--- src/rtl/stall_ctrl.sv ---
// stall_ctrl: pipeline hazard and shared-bus controller for the five-stage THCO-MIPS core.
// Merges ID/EX stall requests with IF/MEM ownership of the single memory bus into the
// StallRegBus vector, and sequences IF/ID flushes so one arriving under a hold is kept.
// Optional feature: define STALL_CTRL_PERF_EN to build the stalled-cycle counter; when it
// is undefined stall_cnt_o is tied to zero and perf_clr_i is ignored.
module stall_ctrl #(
  parameter int unsigned TIMEOUT = 15,
  parameter int unsigned CNT_W   = 8
) (
  input  logic        clk,
  input  logic        rst,
  input  logic        stallreq_id_i,
  input  logic        stallreq_ex_i,
  input  logic        mem_req_i,
  input  logic        bus_ready_i,
  input  logic        flush_i,
  input  logic        perf_clr_i,
  output logic [5:0]  stall_o,
  output logic        bus_owner_o,
  output logic        flush_o,
  output logic        bus_err_o,
  output logic [15:0] stall_cnt_o
);

  // Bus FSM encoding
  localparam logic StIdle = 1'b0;
  localparam logic StWait = 1'b1;

  // Stall masks; each is a contiguous prefix so their OR stays a prefix
  localparam logic [5:0] MaskIf  = 6'b000011;
  localparam logic [5:0] MaskId  = 6'b000111;
  localparam logic [5:0] MaskEx  = 6'b001111;
  localparam logic [5:0] MaskMem = 6'b011111;

  localparam logic [CNT_W-1:0] TimeoutCnt = CNT_W'(TIMEOUT);

  logic             state_q, state_d;
  logic [CNT_W-1:0] cnt_q, cnt_d;
  logic             pend_q, pend_d;
  logic [5:0]       bus_mask;
  logic             bus_owner;
  logic             bus_err;
  logic [5:0]       stall_raw;
  logic             flush_raw;

  // Bus ownership FSM: decides owner, bus-related stall mask and timeout release
  always_comb begin
    state_d   = state_q;
    cnt_d     = cnt_q;
    bus_mask  = 6'b000000;
    bus_owner = 1'b0;
    bus_err   = 1'b0;
    case (state_q)
      StIdle: begin
        if (mem_req_i) begin
          bus_owner = 1'b1;
          if (bus_ready_i) begin
            bus_mask = MaskIf;
          end else begin
            bus_mask = MaskMem;
            state_d  = StWait;
            cnt_d    = CNT_W'(1);
          end
        end
      end
      StWait: begin
        // MEM keeps the bus until the access completes or times out
        bus_owner = 1'b1;
        if (bus_ready_i) begin
          bus_mask = MaskIf;
          state_d  = StIdle;
          cnt_d    = '0;
        end else if (cnt_q >= TimeoutCnt) begin
          bus_mask = MaskIf;
          bus_err  = 1'b1;
          state_d  = StIdle;
          cnt_d    = '0;
        end else begin
          bus_mask = MaskMem;
          cnt_d    = cnt_q + CNT_W'(1);
        end
      end
      default: begin
        state_d = StIdle;
        cnt_d   = '0;
      end
    endcase
  end

  // Merge stall sources and resolve flushes against the IF/ID hold
  always_comb begin
    stall_raw = bus_mask;
    if (stallreq_id_i) stall_raw = stall_raw | MaskId;
    if (stallreq_ex_i) stall_raw = stall_raw | MaskEx;
    flush_raw = (flush_i | pend_q) & ~stall_raw[1];
    pend_d    = pend_q;
    if (flush_raw) begin
      pend_d = 1'b0;
    end else if (flush_i && stall_raw[1] && !stall_raw[2]) begin
      // IF/ID held but ID is live: remember the flush for the next free cycle.
      // With ID held the branch re-issues, so the request is dropped.
      pend_d = 1'b1;
    end
  end

  // Outputs are forced quiet while reset is asserted
  always_comb begin
    stall_o     = rst ? stall_raw : 6'b000000;
    bus_owner_o = rst & bus_owner;
    flush_o     = rst & flush_raw;
    bus_err_o   = rst & bus_err;
  end

  // State registers with synchronous active-low reset
  always_ff @(posedge clk) begin
    if (!rst) begin
      state_q <= StIdle;
      cnt_q   <= '0;
      pend_q  <= 1'b0;
    end else begin
      state_q <= state_d;
      cnt_q   <= cnt_d;
      pend_q  <= pend_d;
    end
  end

`ifdef STALL_CTRL_PERF_EN
  logic [15:0] stall_cnt_q, stall_cnt_d;

  // Saturating stalled-cycle counter; clear takes priority over increment
  always_comb begin
    stall_cnt_d = stall_cnt_q;
    if (perf_clr_i) begin
      stall_cnt_d = 16'h0000;
    end else if (stall_raw[0] && stall_cnt_q != 16'hFFFF) begin
      stall_cnt_d = stall_cnt_q + 16'd1;
    end
  end

  // Counter register
  always_ff @(posedge clk) begin
    if (!rst) begin
      stall_cnt_q <= 16'h0000;
    end else begin
      stall_cnt_q <= stall_cnt_d;
    end
  end

  assign stall_cnt_o = stall_cnt_q;
`else
  logic unused_perf_clr;
  assign unused_perf_clr = perf_clr_i;
  assign stall_cnt_o     = 16'h0000;
`endif

endmodule
--- config.mk ---
export PLATFORM = sky130hd
export DESIGN_NAME = stall_ctrl
export DESIGN_NICKNAME = d
export VERILOG_FILES = /design/src/rtl/stall_ctrl.sv
export SDC_FILE = /design/constraint.sdc
export NUM_CORES = 1
export LEC_CHECK = 0
export ABC_AREA = 1
export CORE_MARGIN = 8
export CORE_UTILIZATION = 35
export CTS_CLUSTER_DIAMETER = 80
export DETAILED_ROUTE_END_ITERATION = 6
export HOLD_SLACK_MARGIN = 0.12
export PLACE_DENSITY = 0.79
export REMOVE_ABC_BUFFERS = 1
export SYNTH_ARGS = -nofsm -noshare
export SYNTH_HDL_FRONTEND = slang
export SYNTH_SLANG_ARGS = --single-unit
--- constraint.sdc ---
create_clock -name clk -period 1.6 [get_ports clk]
set_input_delay 0.32 -clock clk [delete_from_list [all_inputs] [get_ports clk]]
set_output_delay 0.32 -clock clk [all_outputs]
set_load 0.02 [all_outputs]
==> run_results.csv, run 1 <==
group,metric,value,unit
sta,fin_crit_sh,116,%
synth,synth_seq_cells,10,
sta,hold_viol,0,
sta,layout_setup_ws,-0.253,ns
synth,synth.top_cell.area_share,30.2,%
route,ant_nets,0,
synth,ys.flop_type,"dfxtp_1",
cts,path_clk_slew,0.08,ns
route,dr.pass1.iters,4,
global_route,grt.overflow.total,0,
sta,fmax,540,MHz
sta,final.setup.tns,-0.782,ns
floorplan,dieArea,0.00354,sq mm
final_layout,insertedDiodeCount,0,
worst_setup_path,cp-end-kind,"primary output",
route,via_per_inst,4.18,
pwr,p_leak,0.000496,uW
global_route,grt_pass1_vias,676,
placement,dp_slack,-0.741,ns
route,vias,643,
synth,synth_edf_count,0,
final_layout,fillCellCount,154,
status,violations,"negative setup slack",
route,drt-initial-drc-count,13,
floorplan,die_h,59.5,um
synth,netlist_area,663,sq um
synth,netlist_top_cells_area,"dfxtp_1 (30%), buf_4 (20%), nor2_1 (7.4%), nand2_1 (6.8%), a21oi_2 (5.3%)",
synth,yosys_warnings,0,
synth,synth_fa_ha_area_share,1.89,%
cts,htree_levels,1,
global_route,grt_pass1_wl,3.08,mm
worst_setup_path,crit_family,"simple AND/OR/NAND/NOR gates",
job,drv_cap,0,
floorplan,num_rows,15,
worst_setup_path,crit_path_top_delay_cell,"dfxtp_2",
route,routed_wl,1.94,mm
synth,yosys.area_share.simple,32.5,%
synth,synth_xor_area_share,1.32,%
global_route,track_usage,11.5,%
cts,numCtsBuffers,3,
synth,synth_top_family_by_area,"simple AND/OR/NAND/NOR gates",
worst_setup_path,reg2reg_depth,8,
worst_setup_path,r2r-end,"cnt_q[0]",
synth,syn_inst,88,
cts,clock_latency,0.28,ns
global_route,grt_antenna_before_repair,0,
worst_setup_path,crit_type,"reg -> out",
synth,yosys.area.top_type,"dfxtp_1",
hold_path,min_path_cells,2,
worst_setup_path,worst-path-buf-inv,1,
pwr,power,697,uW
worst_setup_path,cpPeakStageDelay,0.36,ns
placement,gp_congestion,0.793,
final_layout,drive_gt1_share,48.1,%
floorplan,coreArea,0.00176,sq mm
hold_path,hold_class,"reg -> reg",
synth,synthArstFlopShare,0,%
placement,placed_cells,142,
hold_path,min_to,"cnt_q[7]",
worst_setup_path,cp.required,1.28,ns
cts,cts.sinks,10,
synth,synth.avg_cell_area,7.54,sq um
synth,muxShareOfSynthArea,0,%
synth,synth_compound_area_share,7.55,%
synth,yosysUniqueCellTypes,25,
synth,yosysMostFrequentCell,"buf_4",
worst_setup_path,crit_chain,"ha_4, nand3_4, and3_1, nor4_2, buf_4",
placement,port_buffers,14,
cts,cts-root-buf,"clkbuf_4",
route,wire_per_inst,12.6,um
worst_setup_path,path_max_fanout,2,
sta,fin_crit,1.85,ns
worst_setup_path,crit_path_start_kind,"register",
sta,setup_viol,4,
hold_path,hold_start,"cnt_q[7]",
pwr,powerDensity,663,mW/mm^2
status,status,"finished with violations",
synth,synthTopCellsByCount,"buf_4 (18), nor2_1 (13), nand2_1 (12), dfxtp_1 (10), inv_1 (5)",
floorplan,die_x,59.5,um
final_layout,final_cells,154,
worst_setup_path,crit_arrival,1.53,ns
global_route,grt_max_degree,11,
cts,clk_path_buf_depth,2,
cts,cts_tree,"yes",
worst_setup_path,crit_cells,5,
floorplan,initial_utilization,37.6,%
final_layout,area_delta_synth_final,58.5,%
placement,dp_hpwl,1.32,mm
sta,skew,0.00457,ns
worst_setup_path,r2r-start,"cnt_q[1]",
route,drcViolationCount,0,
sta,slew_violations,0,
final_layout,fin_nets,139,
floorplan,ios,33,
worst_setup_path,startpoint,"cnt_q[1]",
worst_setup_path,reg2reg_setup_slack,0.25,ns
sta,rsz0062_at_grt,"yes",
synth,ys_seq_area_share,30.2,%
sta,fin_hold_ws,0.438,ns
pwr,ir_drop,0.402,mV
==> kinds of logic (layout without fill, tap and decap cells) <==
family | after synthesis | in the layout
buf+inv | 26 | 51
other cells | 1 | 17
xor+xnor | 1 | 1
simple gates | 42 | 42
fa+ha+maj | 1 | 1
compound gates | 7 | 7
flops | 10 | 10
==> per-stage QoR <==
stage                     area [sq um]  utilization [%]
final                             1050             59.6
after global routing              1050             59.6
after CTS                         1010             57.2
after detailed placement           883             50.1
after global placement             883             50.1
after floorplan                    577                -
==> metal layers <==
metal / GRT usage (%) / wire length, um
met5: 0 / 0
met4: 4.08 / 14
met3: 3.25 / 132
met2: 21.4 / 976
met1: 11.7 / 811
==> registers in the layout, indices dropped and copies added, names as in the netlist <==
name     flops
state_q      1
cnt_q        8
pend_q       1
==> tightest hold or removal path: cells and delay by family, from the launching register on <==
family           cells  cell delay (ns)
flip-flops           1             0.31
AND/OR/NAND/NOR      2             0.09
==> power by group <==
| group | leakage [uW] | total (uW) | internal (uW) | switching (uW) |
|---|---|---|---|---|
| registers | 0.0000825 | 259 | 253 | 5.28 |
| clock network | 0.0000210 | 242 | 138 | 104 |
| logic | 0.000393 | 197 | 81.3 | 115 |
==> cell type report <==
cell class | instances | area, sq um | area share [%]
Clock buffer | 4 | 36.3 | 3.45
Timing Repair Buffer | 40 | 339 | 32.3
Tap cell | 25 | 31.3 | 2.98
Sequential cell | 10 | 206 | 19.6
Inverter | 7 | 26.3 | 2.50
Multi-Input combinational cell | 68 | 412 | 39.2
==> layout by cell type, fill, tap and decap left out, drive strengths merged <==
cell / n
ha: 1
a21oi: 6
nor4: 1
nand4: 3
nand2: 15
conb: 17
dfxtp: 10
clkdlybuf4s50: 1
inv: 7
and3: 1
xor2: 1
buf: 34
dlymetal6s2s: 1
nor2: 16
dlygate4sd2: 4
o21ai: 1
nand3: 3
clkbuf: 4
or2: 1
and2: 2
==> timing repair <==
| item | 4_1_cts | 5_1_grt |
|---|---|---|
| gates resized for setup | 63 | 6 |
| cloned | 0 | 0 |
| endpoints found under the setup margin | 8 | 8 |
| hold endpoints to repair | 0 | 0 |
| pin swaps | 6 | 2 |
| setup buffers | 5 | 3 |
| hold buffers | 0 | 0 |
==> worst max path at each step <==
stage	endpoint
3_3_place_gp	stall_o[2]
6_report	bus_err_o
5_1_grt	bus_err_o
2_1_floorplan	bus_err_o
3_5_place_dp	stall_o[2]
4_1_cts	bus_err_o
Power figures use the tool's default switching activity.
==> run 2: changes to the inputs <==
--- a/config.mk
+++ b/config.mk
@@ -12,7 +12,6 @@
 export DETAILED_ROUTE_END_ITERATION = 6
 export HOLD_SLACK_MARGIN = 0.12
 export PLACE_DENSITY = 0.79
-export REMOVE_ABC_BUFFERS = 1
 export SYNTH_ARGS = -nofsm -noshare
 export SYNTH_HDL_FRONTEND = slang
 export SYNTH_SLANG_ARGS = --single-unit
==> run 2 against run 1 <==
Effect of this change: the flow still finishes with violations (negative setup slack); worst setup slack improved by 0.16 ns; via count fell by 4.2%; critical path depth is 1 higher; non-clock buffer count is 6 lower; sequential power about the same; cell count decreased by 3.9%; hold slack better by 0.0063 ns; clock skew increased by 0.0014 ns; critical path type unchanged; largest cell class unchanged.
==> run_results.csv, run 2 (same netlist as run 1, synthesis figures left out) <==
group,metric,value,unit
status,status,"finished with violations",
status,violations,"negative setup slack",
floorplan,num_rows,15,
route,ant_nets,0,
floorplan,dieArea,0.00354,sq mm
final_layout,largest_reg_flops,8,
final_layout,insertedDiodeCount,0,
sta,rsz0062_at_grt,"yes",
floorplan,ios,33,
route,wire_per_inst,11.7,um
worst_setup_path,crit_arrival,1.38,ns
floorplan,die_x,59.5,um
pwr,p_int,462,uW
final_layout,drive_gt1_share,47.2,%
sta,final.setup.tns,-0.268,ns
worst_setup_path,cpPeakStageDelay,0.34,ns
placement,dp_hpwl,1.29,mm
sta,fmax,590,MHz
route,vias,616,
floorplan,coreArea,0.00176,sq mm
hold_path,min_path_cells,2,
pwr,seqPwrFrac,38.8,%
cts,clock_latency,0.27,ns
final_layout,mostFrequentLayoutCells,"buf_4 (22), conb_1 (17), nand2_1 (12), nor2_1 (9), dfxtp_1 (7)",
floorplan,initial_utilization,37.6,%
cts,numCtsBuffers,3,
hold_path,hold_class,"reg -> reg",
global_route,grt.overflow.total,0,
worst_setup_path,reg2reg_setup_slack,0.45,ns
cts,htree_levels,1,
worst_setup_path,r2r-start,"state_q",
sta,slew_violations,0,
sta,setup_viol,4,
sta,layout_setup_ws,-0.0962,ns
job,drv_cap,0,
pwr,p_leak,0.000454,uW
placement,gp_congestion,0.772,
final_layout,area_delta_synth_final,48.9,%
final_layout,fin_nets,133,
worst_setup_path,cp.required,1.28,ns
route,dr_wl_met2,906,um
worst_setup_path,crit_path_top_delay_cell,"dfxtp_2",
hold_path,min_to,"cnt_q[4]",
cts,clk_path_buf_depth,2,
route,wl_met1,708,um
final_layout,largestRegisters,"cnt_q (8), pend_q (1), state_q (1)",
sta,fin_hold_ws,0.444,ns
global_route,grt_pass1_vias,651,
route,drcViolationCount,0,
worst_setup_path,path_max_fanout,4,
sta,fin_crit_sh,106,%
cts,cts-root-buf,"clkbuf_4",
final_layout,final_core_utilization,56.0,%
sta,hold_viol,0,
route,dr.pass1.iters,4,
cts,path_clk_slew,0.07,ns
worst_setup_path,crit_chain,"ha_4, nand3_4, nand4_4, and2_4, a21oi_2, buf_6",
route,met3_length,98,um
route,drt-initial-drc-count,9,
sta,skew,0.00602,ns
global_route,grt_antenna_before_repair,0,
route,via_per_inst,4.16,
cts,cts.sinks,10,
pwr,p_comb_share,26.9,%
global_route,grt_pass1_wl,2.85,mm
floorplan,die_h,59.5,um
global_route,track_usage,10.3,%
worst_setup_path,reg2reg_depth,7,
worst_setup_path,r2r-end,"pend_q",
worst_setup_path,crit_family,"flip-flops",
global_route,grt_max_degree,7,
final_layout,top_register,"cnt_q",
cts,cts_tree,"yes",
pwr,p_sw,208,uW
pwr,ir_drop,0.563,mV
pwr,switching_share,31.0,%
pwr,p_clk_share,34.3,%
pwr,powerDensity,678,mW/mm^2
hold_path,hold_start,"cnt_q[4]",
placement,port_buffers,14,
worst_setup_path,worst-path-buf-inv,1,
worst_setup_path,crit_path_start_kind,"register",
sta,fin_crit,1.70,ns
route,maxUsedRoutingLayer,"met4",
route,routed_wl,1.73,mm
worst_setup_path,crit_type,"reg -> out",
worst_setup_path,cp-end-kind,"primary output",
final_layout,final_common_cell,"buf_4",
-- run 2: worst max-delay path by stage --
stage	slack, ns	to	from	cells past startpoint
detailed placement	-0.74	stall_o[2]	bus_ready_i	6
floorplan	0.09	bus_err_o	cnt_q[0]	4
finish	-0.1	stall_o[3]	cnt_q[0]	6
CTS	-0.13	stall_o[2]	cnt_q[0]	6
global placement	-0.71	stall_o[2]	bus_ready_i	6
global route	-0.16	bus_err_o	cnt_q[0]	5
-- run 2: cell type report --
class / instances / area (sq um)
Tap cell: 25 / 31.3
Clock buffer: 4 / 36.3
Multi-Input combinational cell: 68 / 422
Inverter: 7 / 26.3
Timing Repair Buffer: 34 / 268
Sequential cell: 10 / 204
Fill cell: 188 / 777
-- run 2: tightest hold or removal path: cells and delay by family (launching register included) --
| kind | cells | cell delay (ns) |
|---|---|---|
| DFF | 1 | 0.32 |
| and+or+nand+nor | 2 | 0.08 |
-- run 2: repair_timing --
action / CTS / global route
endpoints found under the setup margin: 8 / 5
pin swaps: 6 / 3
setup buffers: 2 / 2
hold buffers: 0 / 0
resized for setup: 56 / 6
-- run 2: per-layer routing --
layer	track usage [%]	vias up
met5	0	-
met4	2.04	0
met3	4.77	2
met2	18.0	19
met1	10.9	282
li1	-	313
-- run 2: stage by stage --
step	total power, uW	area (sq um)	setup slack, ns	std cells
3_3_place_gp	431	875	-0.708	140
3_5_place_dp	435	875	-0.744	140
4_1_cts	662	940	-0.134	146
2_1_floorplan	395	729	0.0926	104
6_report	669	987	-0.0962	148
5_1_grt	703	987	-0.161	148
-- run 2: power by group through the flow --
| stage | combinational [uW] | sequential (uW) | clock [uW] |
|---|---|---|---|
| global route | 195 | 259 | 248 |
| finish | 180 | 259 | 230 |
| floorplan | 132 | 262 | 0 |
| detailed placement | 172 | 263 | 0 |
| CTS | 168 | 259 | 234 |
| global placement | 169 | 262 | 0 |
==> run 3: changes to the inputs <==
--- a/config.mk
+++ b/config.mk
@@ -12,6 +12,7 @@
 export DETAILED_ROUTE_END_ITERATION = 6
 export HOLD_SLACK_MARGIN = 0.12
 export PLACE_DENSITY = 0.79
+export SLEW_MARGIN = 30
 export SYNTH_ARGS = -nofsm -noshare
 export SYNTH_HDL_FRONTEND = slang
 export SYNTH_SLANG_ARGS = --single-unit
==> results of run 3 <==
Final layout, timing and power as in run 2 (identical DEF).
